[src/rtl/seq_divider_pkg.sv]
// Shared types and sizing helpers for the sequential restoring divider.
package seq_divider_pkg;

  // Default divisor/remainder width; dividend and quotient are twice this.
  localparam int W_DEFAULT = 4;

  // Default dividend/quotient width (2W).
  localparam int DW_DEFAULT = 2 * W_DEFAULT;

  // Default step-counter width: enough to count 0 .. 2W-1.
  localparam int CNT_W_DEFAULT = $clog2(DW_DEFAULT);

  // Controller states: waiting for work, shifting quotient bits, holding a result.
  typedef enum logic [1:0] {
    IDLE = 2'd0,
    RUN  = 2'd1,
    DONE = 2'd2
  } state_e;

  // Step-counter width for an arbitrary W, never narrower than one bit.
  function automatic int cnt_width(input int w);
    return (2 * w > 2) ? $clog2(2 * w) : 1;
  endfunction

endpackage

[src/rtl/seq_divider_div_step.sv]
// One restoring-division step: shift in the next dividend bit, trial-subtract
// the divisor and keep the difference only when it did not borrow.
module div_step
  import seq_divider_pkg::*;
#(
  parameter int W = W_DEFAULT
) (
  input  logic [W:0]   r_in,
  input  logic         q_msb,
  input  logic [W-1:0] divisor,
  output logic [W:0]   r_out,
  output logic         q_bit
);

  logic [W:0] r_shift;
  logic [W:0] diff;
  logic       borrow;

  // The incoming partial remainder is always below the divisor, so its top bit
  // is zero and shifting it out loses nothing.
  logic       r_msb_unused;
  assign r_msb_unused = r_in[W];

  // Shift, subtract with a borrow-out, then restore when the subtract underflowed.
  always_comb begin
    r_shift          = {r_in[W-1:0], q_msb};
    {borrow, diff}   = {1'b0, r_shift} - {2'b00, divisor};
    q_bit            = ~borrow;
    r_out            = borrow ? r_shift : diff;
  end

endmodule

[src/rtl/seq_divider.sv]
// Sequential restoring divider: 2W-bit dividend / W-bit divisor, one quotient
// bit per clock, valid/ready handshakes on both sides.
module seq_divider
  import seq_divider_pkg::*;
#(
  parameter int W = W_DEFAULT
) (
  input  logic            clk,
  input  logic            rst_n,
  input  logic            in_valid,
  output logic            in_ready,
  input  logic [2*W-1:0]  dividend,
  input  logic [W-1:0]    divisor,
  output logic            out_valid,
  input  logic            out_ready,
  output logic [2*W-1:0]  quotient,
  output logic [W-1:0]    remainder,
  output logic            div_by_zero
);

  localparam int DW    = 2 * W;
  localparam int CNT_W = cnt_width(W);
  localparam logic [CNT_W-1:0] LAST_STEP = CNT_W'(DW - 1);

  state_e           state_q, state_d;
  logic [CNT_W-1:0] cnt_q, cnt_d;
  logic [W:0]       r_q, r_d;
  logic [DW-1:0]    q_q, q_d;
  logic [W-1:0]     div_q, div_d;
  logic             dbz_q, dbz_d;
  logic             in_ready_q, in_ready_d;
  logic             out_valid_q, out_valid_d;

  logic [W:0]       step_r;
  logic             step_bit;

  div_step #(.W(W)) u_step (
    .r_in    (r_q),
    .q_msb   (q_q[DW-1]),
    .divisor (div_q),
    .r_out   (step_r),
    .q_bit   (step_bit)
  );

  // Next-state logic: accept in IDLE, one restoring step per cycle in RUN,
  // hold the result in DONE until the consumer takes it.
  always_comb begin
    state_d     = state_q;
    cnt_d       = cnt_q;
    r_d         = r_q;
    q_d         = q_q;
    div_d       = div_q;
    dbz_d       = dbz_q;
    in_ready_d  = in_ready_q;
    out_valid_d = out_valid_q;

    case (state_q)
      IDLE: begin
        if (in_valid) begin
          div_d      = divisor;
          cnt_d      = '0;
          in_ready_d = 1'b0;
          if (divisor == '0) begin
            q_d         = '1;
            r_d         = {1'b0, dividend[W-1:0]};
            dbz_d       = 1'b1;
            out_valid_d = 1'b1;
            state_d     = DONE;
          end else begin
            q_d     = dividend;
            r_d     = '0;
            dbz_d   = 1'b0;
            state_d = RUN;
          end
        end
      end
      RUN: begin
        r_d   = step_r;
        q_d   = {q_q[DW-2:0], step_bit};
        cnt_d = cnt_q + CNT_W'(1);
        if (cnt_q == LAST_STEP) begin
          out_valid_d = 1'b1;
          state_d     = DONE;
        end
      end
      DONE: begin
        if (out_ready) begin
          out_valid_d = 1'b0;
          in_ready_d  = 1'b1;
          state_d     = IDLE;
        end
      end
      default: begin
        out_valid_d = 1'b0;
        in_ready_d  = 1'b1;
        state_d     = IDLE;
      end
    endcase
  end

  // State and datapath registers; reset abandons any operation in flight.
  always_ff @(posedge clk or negedge rst_n) begin
    if (!rst_n) begin
      state_q     <= IDLE;
      cnt_q       <= '0;
      r_q         <= '0;
      q_q         <= '0;
      div_q       <= '0;
      dbz_q       <= 1'b0;
      in_ready_q  <= 1'b1;
      out_valid_q <= 1'b0;
    end else begin
      state_q     <= state_d;
      cnt_q       <= cnt_d;
      r_q         <= r_d;
      q_q         <= q_d;
      div_q       <= div_d;
      dbz_q       <= dbz_d;
      in_ready_q  <= in_ready_d;
      out_valid_q <= out_valid_d;
    end
  end

  assign in_ready    = in_ready_q;
  assign out_valid   = out_valid_q;
  assign quotient    = q_q;
  assign remainder   = r_q[W-1:0];
  assign div_by_zero = dbz_q;

endmodule

[config.mk]
export PLATFORM = sky130hd
export DESIGN_NAME = seq_divider
export DESIGN_NICKNAME = d
export VERILOG_FILES = /design/src/rtl/seq_divider_pkg.sv /design/src/rtl/seq_divider_div_step.sv /design/src/rtl/seq_divider.sv
export SDC_FILE = /design/constraint.sdc
export NUM_CORES = 1
export LEC_CHECK = 0
export ABC_AREA = 1
export CORE_ASPECT_RATIO = 1.25
export CORE_MARGIN = 2
export CORE_UTILIZATION = 45
export DETAILED_ROUTE_END_ITERATION = 8
export PLACE_DENSITY = 0.82
export SLEW_MARGIN = 20
export SYNTH_ARGS = -nofsm -noshare
export SYNTH_HDL_FRONTEND = slang
export SYNTH_SLANG_ARGS = --single-unit
[constraint.sdc]
create_clock -name clk -period 1.4 [get_ports clk]
set_clock_uncertainty 0.1 [all_clocks]
set_input_delay 0.42 -clock clk [delete_from_list [all_inputs] [get_ports clk]]
set_output_delay 0.42 -clock clk [all_outputs]
set_load 0.05 [all_outputs]
* After elaboration in Yosys (flattened, before gate mapping) *
Cells that the tools add are included.

word-level totals
  input port bits = 16
  bits in registers = 24

operators by class
  bitwise logic cells = 2
  equality and inequality tests = 7
  reduce and logical (&&, ||, !) cells = 8
  $add $sub $neg = 2
  mux-type cells = 23

operators with widths
  cell                 number
  $mux 8               2
  $pmux 8 s2           1
  $mux 4               3
  $mux 2               4
  $ne 2x2->1 const B   4
  $pmux 4 s2           1
  $mux 1               7
  $pmux 1 s3           2
  $pmux 2 s3           1
  $pmux 3 s2           1
  $reduce_and 3->1     2
  $sub 5x4->6          1
  $logic_not 4->1      1
  $reduce_and 2->1     2
  $reduce_and 4->1     1
  $add 3x1->3 const B  1
  $eq 3x3->1 const B   1
  $mux 3               1
  $eq 2x1->1 const B   1
  $eq 2x2->1 const B   1
  $logic_not 2->1      1
  $not 1->1            2
  $reduce_bool 2->1    1

* Depth between registers and ports, before layout *
Gate-level depths: netlist of the first run.

  depth after elaboration = 4
  mapped depth = 11
  depth with buffers taken out = 11

* Cells and area by module *
Synthesis of the first run repeated with hierarchy kept, for this count alone.

unflattened totals
  cells, all modules = 189
  area, all modules = 1,466.4 sq um

by module, submodules not included
  module       instances  area each (sq um)  cells an instance  sequential area each (sq um)
  seq_divider  1          1,208.7            144                626.9
  div_step     1          257.7              45                 0.0

* Worst setup path after synthesis of the first run *
OpenSTA, ideal clock, no wires.

  kind = reg-to-reg
  start = reg r_q[0]
  end = reg r_q[2]
  setup time = 0.118 ns
  setup slack = -0.412 ns
  clock period less this slack = 1.812 ns
  data arrival time = 1.594 ns
  stages on the path, launching flop included = 10
  path through = dfrtp_1 > ha_1 > nand2_1 > nand2_1 > nand3_1 > nand2_1 > nor2_4 > nand2_1 > nand3_1 > nand2_1

between the ends
  word-level cells in the longest chain between the ends = 3

ends and longest elaborated chain
  element                   RTL line                    text
  start: declaration        seq_divider.sv:27           logic [W:0] r_q, r_d;
  start signal: assignment  seq_divider.sv:115          r_q <= r_d;
  $sub 5x4->6               seq_divider_div_step.sv:27  {borrow, diff} = {1'b0, r_shift} - {2'b00, divisor};
  $mux 4                    seq_divider_div_step.sv:29  r_out = borrow ? r_shift : diff;
  $pmux 4 s2                seq_divider.sv:57           case (state_q)

No other way between the ends.
A chain may end at the register's enable or synchronous reset.

* Worst setup path after layout of the first run *
  start = reg q_q[7], in the netlist quotient[7]
  end = reg r_q[2]

between the ends
  word-level cells in the longest chain between the ends = 3

ends and longest elaborated chain
  element                   RTL line                    text
  start: declaration        seq_divider.sv:28           logic [DW-1:0] q_q, q_d;
  start signal: assignment  seq_divider.sv:116          q_q <= q_d;
  $sub 5x4->6               seq_divider_div_step.sv:27
  $mux 4                    seq_divider_div_step.sv:29
  $pmux 4 s2                seq_divider.sv:57

No other way between the ends.

==> results of run 1 <==
-- stage by stage --
stage	hold WS, ns	area [sq um]	std cells	utilization (%)	worst slack, ns
after detailed placement	0.383	2020	246	69.2	-0.447
final	0.293	2530	271	86.8	-0.291
after CTS	0.319	2180	255	74.7	-0.205
after floorplan	0.0244	1420	166	-	-0.154
after global placement	0.361	2020	246	69.2	-0.379
after global routing	0.308	2530	271	86.8	-0.363
-- layout make-up --
type	count	area (sq um)	area share, %
Timing Repair Buffer	70	848	33.5
Clock inverter	1	30.0	1.19
Sequential cell	24	608	24.0
Tap cell	36	45.0	1.78
Multi-Input combinational cell	108	852	33.6
Inverter	29	126	4.99
Clock buffer	3	22.5	0.889
-- cell usage after synthesis (2+ instances only) --
cell type   n
nand2_1    32
inv_1      26
dfrtp_1    23
o21ai_1    22
nor2_1     12
nand3_1     7
ha_1        6
o21ai_0     5
a21oi_1     4
a21oi_2     3
buf_6       3
a22o_1      2
inv_2       2
nand2_4     2
nor2_2      2
o21ai_2     2
-- path summary, 6_finish.rpt --
kind / from / end / slack (ns)
worst max-delay path: quotient[7] / r_q[2] / -0.29
worst min-delay path: rst_n / quotient[6] / 0.29
worst max register to register: quotient[7] / r_q[2] / -0.29
worst min register to register: cnt_q[1] / cnt_q[1] / 0.43
max in group asynchronous: rst_n / in_ready / 0.69
min in group clk: cnt_q[1] / cnt_q[1] / 0.43
-- flip-flops by register name, indices dropped and copies added, names as in the netlist --
name and count:
div_by_zero 1, r_q 4, quotient 8, in_ready 1, div_q 4, state_q 2
cnt_q 3, out_valid 1
-- cell families after synthesis --
group | count (synthesis) | share of synthesized area, %
AOI/OAI and AO/OA | 40 | 17.2
adders and majority gates | 7 | 6.90
DFF | 24 | 43.6
buffers and inverters | 34 | 11.4
and+or+nand+nor | 61 | 20.9
-- critical path: cells and delay by family, from the launching register on --
family | cells | cell delay (ns)
flip-flops | 1 | 0.42
buffers and inverters | 2 | 0.12
adder cells (fa/ha/maj) | 2 | 0.51
AND/OR/NAND/NOR | 3 | 0.25
AO/OA/AOI/OAI | 2 | 0.23
-- metal layers --
| metal | up-vias | global-route usage (%) | wire, um |
|---|---|---|---|
| met5 | - | 0 | 0 |
| met4 | 0 | 13.5 | 314 |
| met3 | 36 | 5.66 | 428 |
| met2 | 87 | 45.4 | 2780 |
| met1 | 741 | 32.9 | 2070 |
| li1 | 669 | - | - |
-- timing repair --
| action | 4_1_cts | 5_1_grt |
|---|---|---|
| hold buffers | 0 | 0 |
| buffers inserted | 5 | 16 |
| endpoints found under the setup margin | 26 | 35 |
| cloned | 0 | 0 |
| resized for setup | 22 | 58 |
| pin swaps | 4 | 12 |
==> out/metrics.yaml, run 1 <==
yosys:
  syn_nets: 189
  dominantRegCellSynth: "dfrtp_1"
  synth_area_per_cell_sq_um: 8.31
  synth_edf_count: 0
  async_flop_share_pct: 100
  syn_area_sq_mm: 0.00138
  ys_warn_count: 0
  synth_cell_type_count: 29
  synth_top_cell_by_area: "dfrtp_1"
  synth_seq_cells: 24
  syn_inst: 166
  synth_top_area_share_pct: 41.7
  synth_area_leaders: "dfrtp_1, nand2_1, o21ai_1"
  yosysSeqAreaShare_pct: 43.6
sta:
  relSlewSlack_pct: 73.9
  setup_viol: 32
  slew_viol_final: 0
  fin_ws_ns: -0.291
  hold_viol_final: 0
  finalCriticalPeriod_ns: 1.69
  final.period_utilization_pct: 121
  rsz0062_at_grt: "true"
  worst_pin_slew_ns: 0.388
  fmax_mhz: 591
  fin_setup_tns_ns: -3.66
finish:
  final_cell_mix: "buf_4, nand2_1, inv_1, dfrtp_1, buf_12"
  drive_above_1_share_pct: 53.2
  final_common_cell: "buf_4"
  fillers: 136
  antenna_cells: 0
  area_delta_synth_final_pct: 83.7
  layout.nets: 259
placement:
  place_congestion: 0.856
  dp_hpwl_um: 2670
  io_buffer_count: 30
global_routing:
  overflow: 0
  grt_max_degree: 25
  grt_pass1_wl_um: 7010
  grt_use_total_pct: 27.4
  grt_pass1_vias: 1518
  antenna_found_initial: 0
clock_tree:
  cts.sinks: 24
  cts_max_level: 1
  clkLatencyLatePin_ns: 0.35
  clk_pin_slew_ns: 0.17
  max-clock-path-buffers: 2
  cts_tree: "built"
  ctsRootBufferMaster: "clkbuf_4"
  cts-buffers-inserted: 3
worst_setup_path:
  cp-start-kind: "register"
  cp_slowest_cell: "dfrtp_1"
  path_class: "register to register"
  worst_ep_required_time_ns: 1.59
  slowest_delay_ns: 0.42
  cp.arrival_ns: 1.88
  r2r_cells: 9
  path_max_fanout: 2
  cp_common_cell: "inv_2"
  crit_chain: "inv_2 > ha_4 > inv_2 > fa_2 > o21ai_2 > a21oi_2 > nand2_1 > nand3_2 > nand2_2"
  end_kind: "register"
routing:
  drt_wl_total_um: 5590
  wl_per_cell_um: 20.6
  firstDrtPassIters: 5
  ant_nets: 0
  drc: 0
  vias: 1533
  drt_iter0_markers: 74
  avgViaCountPerCell: 5.66
floorplan:
  core_area_sq_mm: 0.00292
  fp.dieH_um: 65.9
  die_w_um: 53.5
  die-area_sq_mm: 0.00353
  rows: 22
  pin_count: 31
  initial_core_util_pct: 47.3
job:
  drv_cap: 0
status:
  status: "complete, but fails checks"
  violations: "setup timing"
hold_path:
  min_path_type: "input port to async pin"
Power of run 1 is left out: the tool's default activity adds up to more than one toggle a clock period on the data nets, which glitch-free logic cannot reach.
==> inputs of run 2 (changes only) <==
Settings changed: PLACE_DENSITY 0.82 to unset, PLACE_DENSITY_LB_ADDON set to 0.15.
Clock period 1.4 ns to 1.5 ns, I/O delays scaled along.
==> out/metrics.yaml, run 2 (synthesis gave the netlist of run 1 again) <==
status:
  status: "complete, but fails checks"
  violations: "setup timing"
finish:
  regArea_sq_um: 607  # -0.21%
  layout.nets: 240  # -7.3%
  area_delta_synth_final_pct: 57.6
  instances_no_fill: 252  # -7.0%
  largest_reg_flops: 8  # unchanged
  final_cell_mix: "nand2_1, inv_1, o21ai_1"
  final_common_cell: "nand2_1"
  drive_above_1_share_pct: 38.0  # -15 points
  antenna_cells: 0  # unchanged
  multi_input_area_sq_um: 743  # -13%
  fillers: 218  # +60%
global_routing:
  grt_pass1_vias: 1312  # -14%
  antenna_found_initial: 0  # unchanged
  grt_pass1_wl_um: 5800  # -17%
  overflow: 0  # unchanged
  grt_use_total_pct: 22.2  # -5.2 points
  grt_max_degree: 25  # unchanged
routing:
  drt_wl_total_um: 3490  # -38%
  wl_per_cell_um: 13.9  # -33%
  drc: 0  # unchanged
  firstDrtPassIters: 5  # unchanged
  ant_nets: 0  # unchanged
  drt_iter0_markers: 26  # -65%
  avgViaCountPerCell: 5.15  # -9.0%
  vias: 1297  # -15%
clock_tree:
  cts-buffers-inserted: 3  # unchanged
  cts_max_level: 1  # unchanged
  cts_tree: "built"
  clk_pin_slew_ns: 0.13  # -0.04 ns
  hold_buffers: 0  # unchanged
  cts.sinks: 24  # unchanged
  clkLatencyLatePin_ns: 0.32  # -0.03 ns
  ctsRootBufferMaster: "clkbuf_4"
  max-clock-path-buffers: 2  # unchanged
floorplan:
  fp.dieH_um: 65.9  # unchanged
  pin_count: 31  # unchanged
  initial_core_util_pct: 47.3  # unchanged
  die_w_um: 53.5  # unchanged
  rows: 22  # unchanged
  core_area_sq_mm: 0.00292  # unchanged
  die-area_sq_mm: 0.00353  # unchanged
sta:
  slew_viol_final: 0  # unchanged
  fin_ws_ns: -0.141  # +0.150 ns
  fmax_mhz: 609  # +3.1%
  worst_pin_slew_ns: 0.234  # -0.154 ns
  rsz0062_at_grt: "true"
  finalCriticalPeriod_ns: 1.64  # -0.0504 ns
  hold_viol_final: 0  # unchanged
  setup_viol: 8  # -75%
  relSlewSlack_pct: 84.4  # +11 points
  final.period_utilization_pct: 109  # -11 points
  fin_setup_tns_ns: -0.638  # +3.02 ns
power:
  fin_total_pwr_w: 0.00574
  power_per_cell_area_mw_per_mm2: 2640
  vdd_ir_drop_max_v: 0.00181
  leakage_nw: 1.04
worst_setup_path:
  cp-start-kind: "register"
  path_max_fanout: 2  # unchanged
  end_kind: "register"
  cp.arrival_ns: 1.80  # -0.08 ns
  worst_ep_required_time_ns: 1.66  # +0.07 ns
  path_class: "register to register"
job:
  drv_cap: 0  # unchanged
placement:
  dp_hpwl_um: 2490  # -6.8%
  place_ws_ns: -0.285  # +0.163 ns
  io_buffer_count: 30  # unchanged
  place_congestion: 0.878  # +2.6%
  dp.cells: 242  # -1.6%
hold_path:
  min_path_type: "input port to async pin"
-- run 2: changes by cell type in the layout (fill, tap and decap cells not counted), sizes merged --
| cell | previous run | this run |
|---|---|---|
| buf | 55 | 36 |
| bufinv | 1 | 0 |
| clkbuf | 3 | 4 |
| inv | 27 | 29 |
| clkinv | 2 | 0 |
-- run 2: worst max-delay path, cell delays in order (launching register included) --
cell     delay [ns]
dfrtp_1        0.41
inv_2          0.09
ha_4           0.13
inv_2          0.04
fa_1           0.38
o21ai_1        0.16
a21oi_1        0.06
nand2_1        0.07
nand3_1        0.08
nand2_1        0.07
-- run 2: worst paths after layout --
kind	from	end	slack [ns]	cells past startpoint
setup reg to reg	quotient[7]	r_q[2]	-0.14	9
hold / removal	rst_n	div_q[0]	0.36	2
max in group asynchronous	rst_n	in_ready	0.71	2
hold reg to reg	cnt_q[0]	cnt_q[0]	0.40	1
setup / recovery	quotient[7]	r_q[2]	-0.14	9
min in group clk	cnt_q[0]	cnt_q[0]	0.40	1
-- run 2: timing repair --
action | in CTS | in global routing
gates resized for setup | 17 | 11
setup buffers | 4 | 2
setup endpoints to repair | 11 | 25
pin swaps | 4 | 6
-- run 2: area by class of cell --
| cell class | count | area share, % |
|---|---|---|
| multi-input cells | 108 | 34.2 |
| inverters | 29 | 5.12 |
| flip-flops and latches | 24 | 27.9 |
| well taps | 36 | 2.07 |
| repair buffers | 51 | 29.5 |
| clock buffers | 4 | 1.21 |
-- run 2: through the flow --
stage	hold WS [ns]	util [%]	instance area, sq um
2_1_floorplan	0.0544	-	1420
5_1_grt	0.356	74.5	2170
3_3_place_gp	0.367	68.6	2000
4_1_cts	0.365	72.4	2110
3_5_place_dp	0.379	68.6	2000
6_report	0.361	74.5	2170
-- run 2: report_power, final --
| group | internal [W] | switching (W) | total (W) |
|---|---|---|---|
| Combinational | 0.00185 | 0.00231 | 0.00416 |
| Clock | 0.000104 | 0.000200 | 0.000304 |
| Sequential | 0.000970 | 0.000304 | 0.00127 |
-- run 2: routing by layer --
metal  up-vias  track usage (%)  routed length [um]
li1        630                -                   -
met1       626             26.3                1410
met2        32             38.9                1870
met3         9             3.17                 101
met4         0             8.97                 110
met5         -                0                   0
Note: power is estimated with default switching activity, not from simulation.
==> inputs of run 3 (changes only) <==
Settings changed: CTS_CLUSTER_DIAMETER set to 150, PLACE_DENSITY set to 0.75, PLACE_DENSITY_LB_ADDON 0.15 to unset.
==> out/metrics.yaml, run 3 (synthesis gave the netlist of run 1 again) <==
status:
  status: "complete, but fails checks"
  violations: "setup timing"
worst_setup_path:
  cp_slowest_cell: "fa_2"
  path_max_fanout: 2  # unchanged
  r2r_start: "quotient[7]"
  cp_common_cell: "inv_2"
  worst_ep_required_time_ns: 1.66  # about the same
  path_class: "register to register"
  cp-start-kind: "register"
  r2r_end: "r_q[1]"
  critPathBufInv: 3  # +1
  worst-path-stages: 8  # -1
  cp.arrival_ns: 1.81  # about the same
  slowest_delay_ns: 0.52  # +0.11 ns
  crit_chain: "inv_2 > ha_4 > inv_2 > fa_2 > inv_2 > nand2_2 > nand3_2 > a21oi_2"
  r2r_cells: 8  # -1
  cp_top_family: "adder cells"
  r2r_setup_slack_ns: -0.14  # about the same
  end_kind: "register"
finish:
  layout.nets: 243  # +1.3%
  final_common_cell: "nand2_1"
  multi_input_area_sq_um: 757  # +1.9%
  drive_above_1_share_pct: 41.1  # +3.1 points
  antenna_cells: 0  # unchanged
  area_delta_synth_final_pct: 62.3
  final_cell_mix: "nand2_1, inv_1, o21ai_1"
  fillers: 189  # -13%
  largest_reg_flops: 8  # unchanged
  regArea_sq_um: 607  # unchanged
placement:
  io_buffer_count: 30  # unchanged
  place_congestion: 0.864  # -1.6%
  place_ws_ns: -0.349  # -0.0646 ns
  dp_hpwl_um: 2580  # +3.9%
hold_path:
  min_path_type: "input port to async pin"
global_routing:
  grt_use_total_pct: 23.4  # +1.3 points
  antenna_found_initial: 0  # unchanged
  overflow: 0  # unchanged
  grt_pass1_wl_um: 6120  # +5.6%
  grt_max_degree: 18  # -28%
  grt_pass1_vias: 1338  # +2.0%
job:
  drv_cap: 0  # unchanged
floorplan:
  pin_count: 31  # unchanged
  die_w_um: 53.5  # unchanged
  rows: 22  # unchanged
  die-area_sq_mm: 0.00353  # unchanged
  fp.dieH_um: 65.9  # unchanged
  initial_core_util_pct: 47.3  # unchanged
  core_area_sq_mm: 0.00292  # unchanged
power:
  power_per_cell_area_mw_per_mm2: 2740  # +3.9%
  vdd_ir_drop_max_v: 0.00189  # +4.2%
  fin_total_pwr_w: 0.00614  # +7.0%
  leakage_nw: 1.06  # +2.2%
sta:
  fmax_mhz: 608  # -0.16%
  final.period_utilization_pct: 110  # +0.17 points
  rsz0062_at_grt: "true"
  fin_ws_ns: -0.144  # -0.00261 ns
  hold_viol_final: 0  # unchanged
  setup_viol: 9  # +1
  holdWs_ns: 0.315  # -0.0456 ns
  relSlewSlack_pct: 83.9  # -0.54 points
  slew_viol_final: 0  # unchanged
  finalCriticalPeriod_ns: 1.64  # +0.00261 ns
  worst_pin_slew_ns: 0.242  # +0.00812 ns
clock_tree:
  max-clock-path-buffers: 2  # unchanged
  clk_pin_slew_ns: 0.14  # about the same
  cts.sinks: 24  # unchanged
  cts-buffers-inserted: 3  # unchanged
  cts_max_level: 1  # unchanged
  cts_tree: "built"
  clkLatencyLatePin_ns: 0.32  # about the same
  ctsRootBufferMaster: "clkbuf_4"
routing:
  avgViaCountPerCell: 5.23  # +1.6%
  ant_nets: 0  # unchanged
  drc: 0  # unchanged
  firstDrtPassIters: 4  # -1
  drt_wl_total_um: 3830  # +9.5%
  vias: 1333  # +2.8%
  drt_iter0_markers: 34  # +31%
  wl_per_cell_um: 15.0  # +8.2%
## run 3: what timing repair did
action / 4_1_cts / 5_1_grt
setup endpoints to repair: 13 / 22
gates cloned: 0 / 0
hold buffers: 0 / 0
gates resized for setup: 19 / 16
pin swaps: 4 / 6
buffers inserted: 5 / 2
## run 3: metal layers
| layer | vias to the layer above | GRT usage (%) | share of wire [%] |
|---|---|---|---|
| met4 | 0 | 7.69 | 3.0 |
| met1 | 644 | 27.4 | 40 |
| met5 | - | 0 | 0 |
| met3 | 14 | 3.39 | 3.9 |
| li1 | 642 | - | - |
| met2 | 33 | 42.4 | 53 |
## run 3: area by class of cell
class / count / area share (%)
Sequential cell: 24 / 27.1
Clock inverter: 1 / 1.34
Inverter: 29 / 5.09
Clock buffer: 3 / 1.01
Multi-Input combinational cell: 108 / 33.8
Tap cell: 36 / 2.01
Timing Repair Buffer: 54 / 29.6
## run 3: worst register-to-register path: cells and delay by family, from the launching register on
family / cells / cell delay, ns
buffers and inverters: 3 / 0.17
AOI/OAI and AO/OA: 1 / 0.13
adders and majority gates: 2 / 0.64
and+or+nand+nor: 2 / 0.12
DFF: 1 / 0.43
## run 3: worst max-delay path by stage
| stage | endpoint | slack (ns) | startpoint |
|---|---|---|---|
| CTS | remainder[0] | -0.11 | r_q[0] |
| global route | r_q[1] | -0.19 | quotient[7] |
| detailed placement | quotient[4] | -0.35 | divisor[3] |
| floorplan | r_q[2] | -0.05 | r_q[0] |
| finish | r_q[1] | -0.14 | quotient[7] |
| global placement | quotient[4] | -0.31 | divisor[3] |
## run 3: metrics by stage
step | TNS (ns) | util (%) | instance area, sq um | instances
final | -0.753 | 76.7 | 2240 | 255
after global routing | -1.44 | 76.7 | 2240 | 255
after floorplan | -0.156 | - | 1420 | 166
after CTS | -0.670 | 73.6 | 2150 | 253
after detailed placement | -4.77 | 68.7 | 2000 | 244
after global placement | -4.21 | 68.7 | 2000 | 244
## run 3: power by group
part | leakage [nW] | internal, W | switching (W) | total (W)
logic | 0.746 | 0.00197 | 0.00242 | 0.00439
clock network | 0.0279 | 0.000270 | 0.000207 | 0.000477
registers | 0.291 | 0.000970 | 0.000304 | 0.00127
total | 1.06 | 0.00321 | 0.00293 | 0.00614
==> variant: new RTL, flow settings as in run 3 <==
Register the inputs `dividend` and `divisor` before use, without a reset. The logic sees them one clock later. The other inputs are not delayed to match.
--- a/src/rtl/seq_divider.sv
+++ b/src/rtl/seq_divider.sv
@@ -21,6 +21,14 @@
   localparam int DW    = 2 * W;
   localparam int CNT_W = cnt_width(W);
   localparam logic [CNT_W-1:0] LAST_STEP = CNT_W'(DW - 1);
+
+  logic [2*W-1:0] dividend_q;
+  logic [W-1:0] divisor_q;
+
+  always_ff @(posedge clk) begin
+    dividend_q <= dividend;
+    divisor_q  <= divisor;
+  end
 
   state_e           state_q, state_d;
   logic [CNT_W-1:0] cnt_q, cnt_d;
@@ -57,17 +65,17 @@
     case (state_q)
       IDLE: begin
         if (in_valid) begin
-          div_d      = divisor;
+          div_d      = divisor_q;
           cnt_d      = '0;
           in_ready_d = 1'b0;
-          if (divisor == '0) begin
+          if (divisor_q == '0) begin
             q_d         = '1;
-            r_d         = {1'b0, dividend[W-1:0]};
+            r_d         = {1'b0, dividend_q[W-1:0]};
             dbz_d       = 1'b1;
             out_valid_d = 1'b1;
             state_d     = DONE;
           end else begin
-            q_d     = dividend;
+            q_d     = dividend_q;
             r_d     = '0;
             dbz_d   = 1'b0;
             state_d = RUN;
Function: changed (a bounded check fails within 4 cycles, from zero or initial values and one cycle with rst_n low).
==> variant against run 3 <==
The flow still finishes with violations (setup timing); design area is 11% higher; routed wire length is 3.5% higher; power increased by 13%; sequential cell count increased by 12; setup slack better by 0.016 ns; first-iteration DRC count increased by 2.9%; combinational power fell by 7.1%; synthesized area rose by 12%; critical path type unchanged.
==> variant: results (changes against run 3) <==
| Metric | Value |
|---|---|
| Synth Warn # | 0 (unchanged) |
| Post-Place Cells | 248 (+1.6%) |
| Critical path fanouts, max | 2 (unchanged) |
| Largest cells by area after synthesis | dfrtp_1, dfxtp_1, o21ai_0 |
| Number of H-tree levels | 2 (+1) |
| Global-route wire length before repair | 6160 um (+0.67%) |
| Number of nets in the synthesized netlist | 193 (+2.1%) |
| Violations in the final reports | setup timing |
| Average footprint of a synthesized cell | 9.10 um^2 (+9.5%) |
| Fraction of synthesis flops using an asynchronous set or reset pin | 66.7% (-33 points) |
| Clk pin slew, worst setup/hold paths | 0.07 ns (-0.07 ns) |
| Post-synthesis cell type count | 28 (-3.4%) |
| Setup Viol. Count Final | 7 (-2) |
| Hold/Removal Path Class | in2reg |
| Count of antenna diodes in the layout | 0 (unchanged) |
| Final hold violation count | 0 (unchanged) |
| Result of the run | complete, but fails checks |
| Gr usage total | 20.8% (-2.6 points) |
| Actual slew at the worst max-slew pin | 0.301 ns (+0.0595 ns) |
| Setup slack after layout | -0.128 ns (+0.0159 ns) |
| Power density normalized to cell area | 2800 nW/um^2 (+2.0%) |
| Maximum number of pins on one net before global-route repair | 15 (-3) |
| Initial antenna violation count | 0 (unchanged) |
| Static leakage power | 1.16 nW (+9.0%) |
| Number of filler instances in the final layout | 192 (+1.6%) |
| Layout cell share with drive strength beyond 1 | 37.4% (-3.7 points) |
| Most frequent cells after synthesis | nand2_1, dfrtp_1, inv_1, o21ai_0, nor2_1 |
| CTS Root Cell | clkbuf_8 |
| Vias in the first global route | 1347 (+0.67%) |
| Routability Congestion | 0.767 (-11%) |
| Non-filler cells in the finished layout | 264 (+3.5%) |
| Int Power | 4.03 mW (+26%) |
| DRC violation total after the first TritonRoute iteration | 35 (+2.9%) |
| Remaining global-route overflow | 0 (unchanged) |
| Total half-perimeter wirelength after legalization and detailed placement | 2650 um (+2.6%) |
| DRC Markers | 0 (unchanged) |
| Final count of pins violating max slew | 0 (unchanged) |
| Maximum clock path buffer count | 2 (unchanged) |
| Routed vias/inst | 5.28 (+0.94%) |
| Top_reg_cell synth | dfrtp_1 |
| IR drop worst, VDD | 1.88 mV (-0.76%) |
| Wire length reported by the detailed router | 3960 um (+3.5%) |
| Clock Latency Late Sink | 0.30 ns (-0.02 ns) |
| Port Buffers | 30 (unchanged) |
| CTS Buf Count | 5 (+2) |
| Number of flops mapped to enable cells by yosys | 0 (unchanged) |
| Sequential share of the synthesized area | 54.4% (+11 points) |
| Critical path arrival | 1.76 ns (-0.05 ns) |
| Length of the first detailed-routing pass in iterations | 4 (unchanged) |
-- variant: cell type report --
| class | instances | share of cell area, % |
|---|---|---|
| sequential | 36 | 34.2 |
| multi-input combinational | 105 | 27.9 |
| timing repair buffer | 53 | 25.8 |
| inverter | 25 | 3.88 |
| clock inverter | 3 | 3.63 |
| clock buffer | 5 | 2.77 |
| tap | 37 | 1.86 |
-- variant: per-layer routing --
layer | track usage [%] | part of all wire (%)
met1 | 23.4 | 38
met2 | 33.3 | 52
met3 | 7.84 | 6.7
met4 | 11.6 | 2.8
met5 | 0 | 0
-- variant: power groups by stage --
stage	Sequential, mW	Clock, mW	Combinational [mW]
after detailed placement	1.65	0	3.49
after global placement	1.64	0	3.39
after global routing	1.73	1.26	4.37
after CTS	1.67	1.20	3.63
final	1.69	1.18	4.08
after floorplan	2.16	0	1.48
-- variant: cells by family (layout without fill, tap and decap cells) --
family	count (synthesis)	after routing	share of synthesized area (%)
and+or+nand+nor	56	56	15.9
AOI/OAI and AO/OA	41	41	14.7
DFF	36	36	54.4
buffers and inverters	29	86	8.25
adders and majority gates	7	7	6.15
xor gates and xnor gates	1	1	0.566
-- variant: final timing paths --
path / start / end / slack, ns / depth (start not counted)
min in group asynchronous: rst_n / quotient[6] / 0.40 / 2
worst min register to register: dividend_q[7] / quotient[7] / 0.38 / 2
max in group asynchronous: rst_n / in_ready / 0.65 / 2
worst max-delay path: quotient[7] / r_q[1] / -0.13 / 8
worst min-delay path: out_ready / state_q[1] / 0.30 / 2
worst max register to register: quotient[7] / r_q[1] / -0.13 / 8
-- variant: timing repair --
action | in CTS | in global routing
hold buffers | 0 | 0
setup buffers | 6 | 4
resized for setup | 11 | 23
setup endpoints to repair | 15 | 15
pin swaps | 6 | 7
-- variant: through the flow --
step | TNS (ns) | hold WS, ns | area [um^2] | utilization [%] | setup WS [ns]
finish | -0.508 | 0.300 | 2480 | 76.3 | -0.128
global placement | -4.10 | 0.360 | 2170 | 66.6 | -0.240
CTS | -0.377 | 0.386 | 2380 | 73.3 | -0.115
detailed placement | -5.17 | 0.365 | 2170 | 66.6 | -0.376
global route | -0.982 | 0.306 | 2480 | 76.3 | -0.180
floorplan | -0.103 | 0.0544 | 1590 | - | -0.0448
-- variant: worst max-delay path: stages, from the launching register on --
cell and delay (ns):
dfrtp_1 0.39, inv_2 0.08, ha_4 0.12, inv_2 0.04
fa_2 0.54, inv_2 0.04, nand2_2 0.05, nand3_2 0.07
a21oi_2 0.13
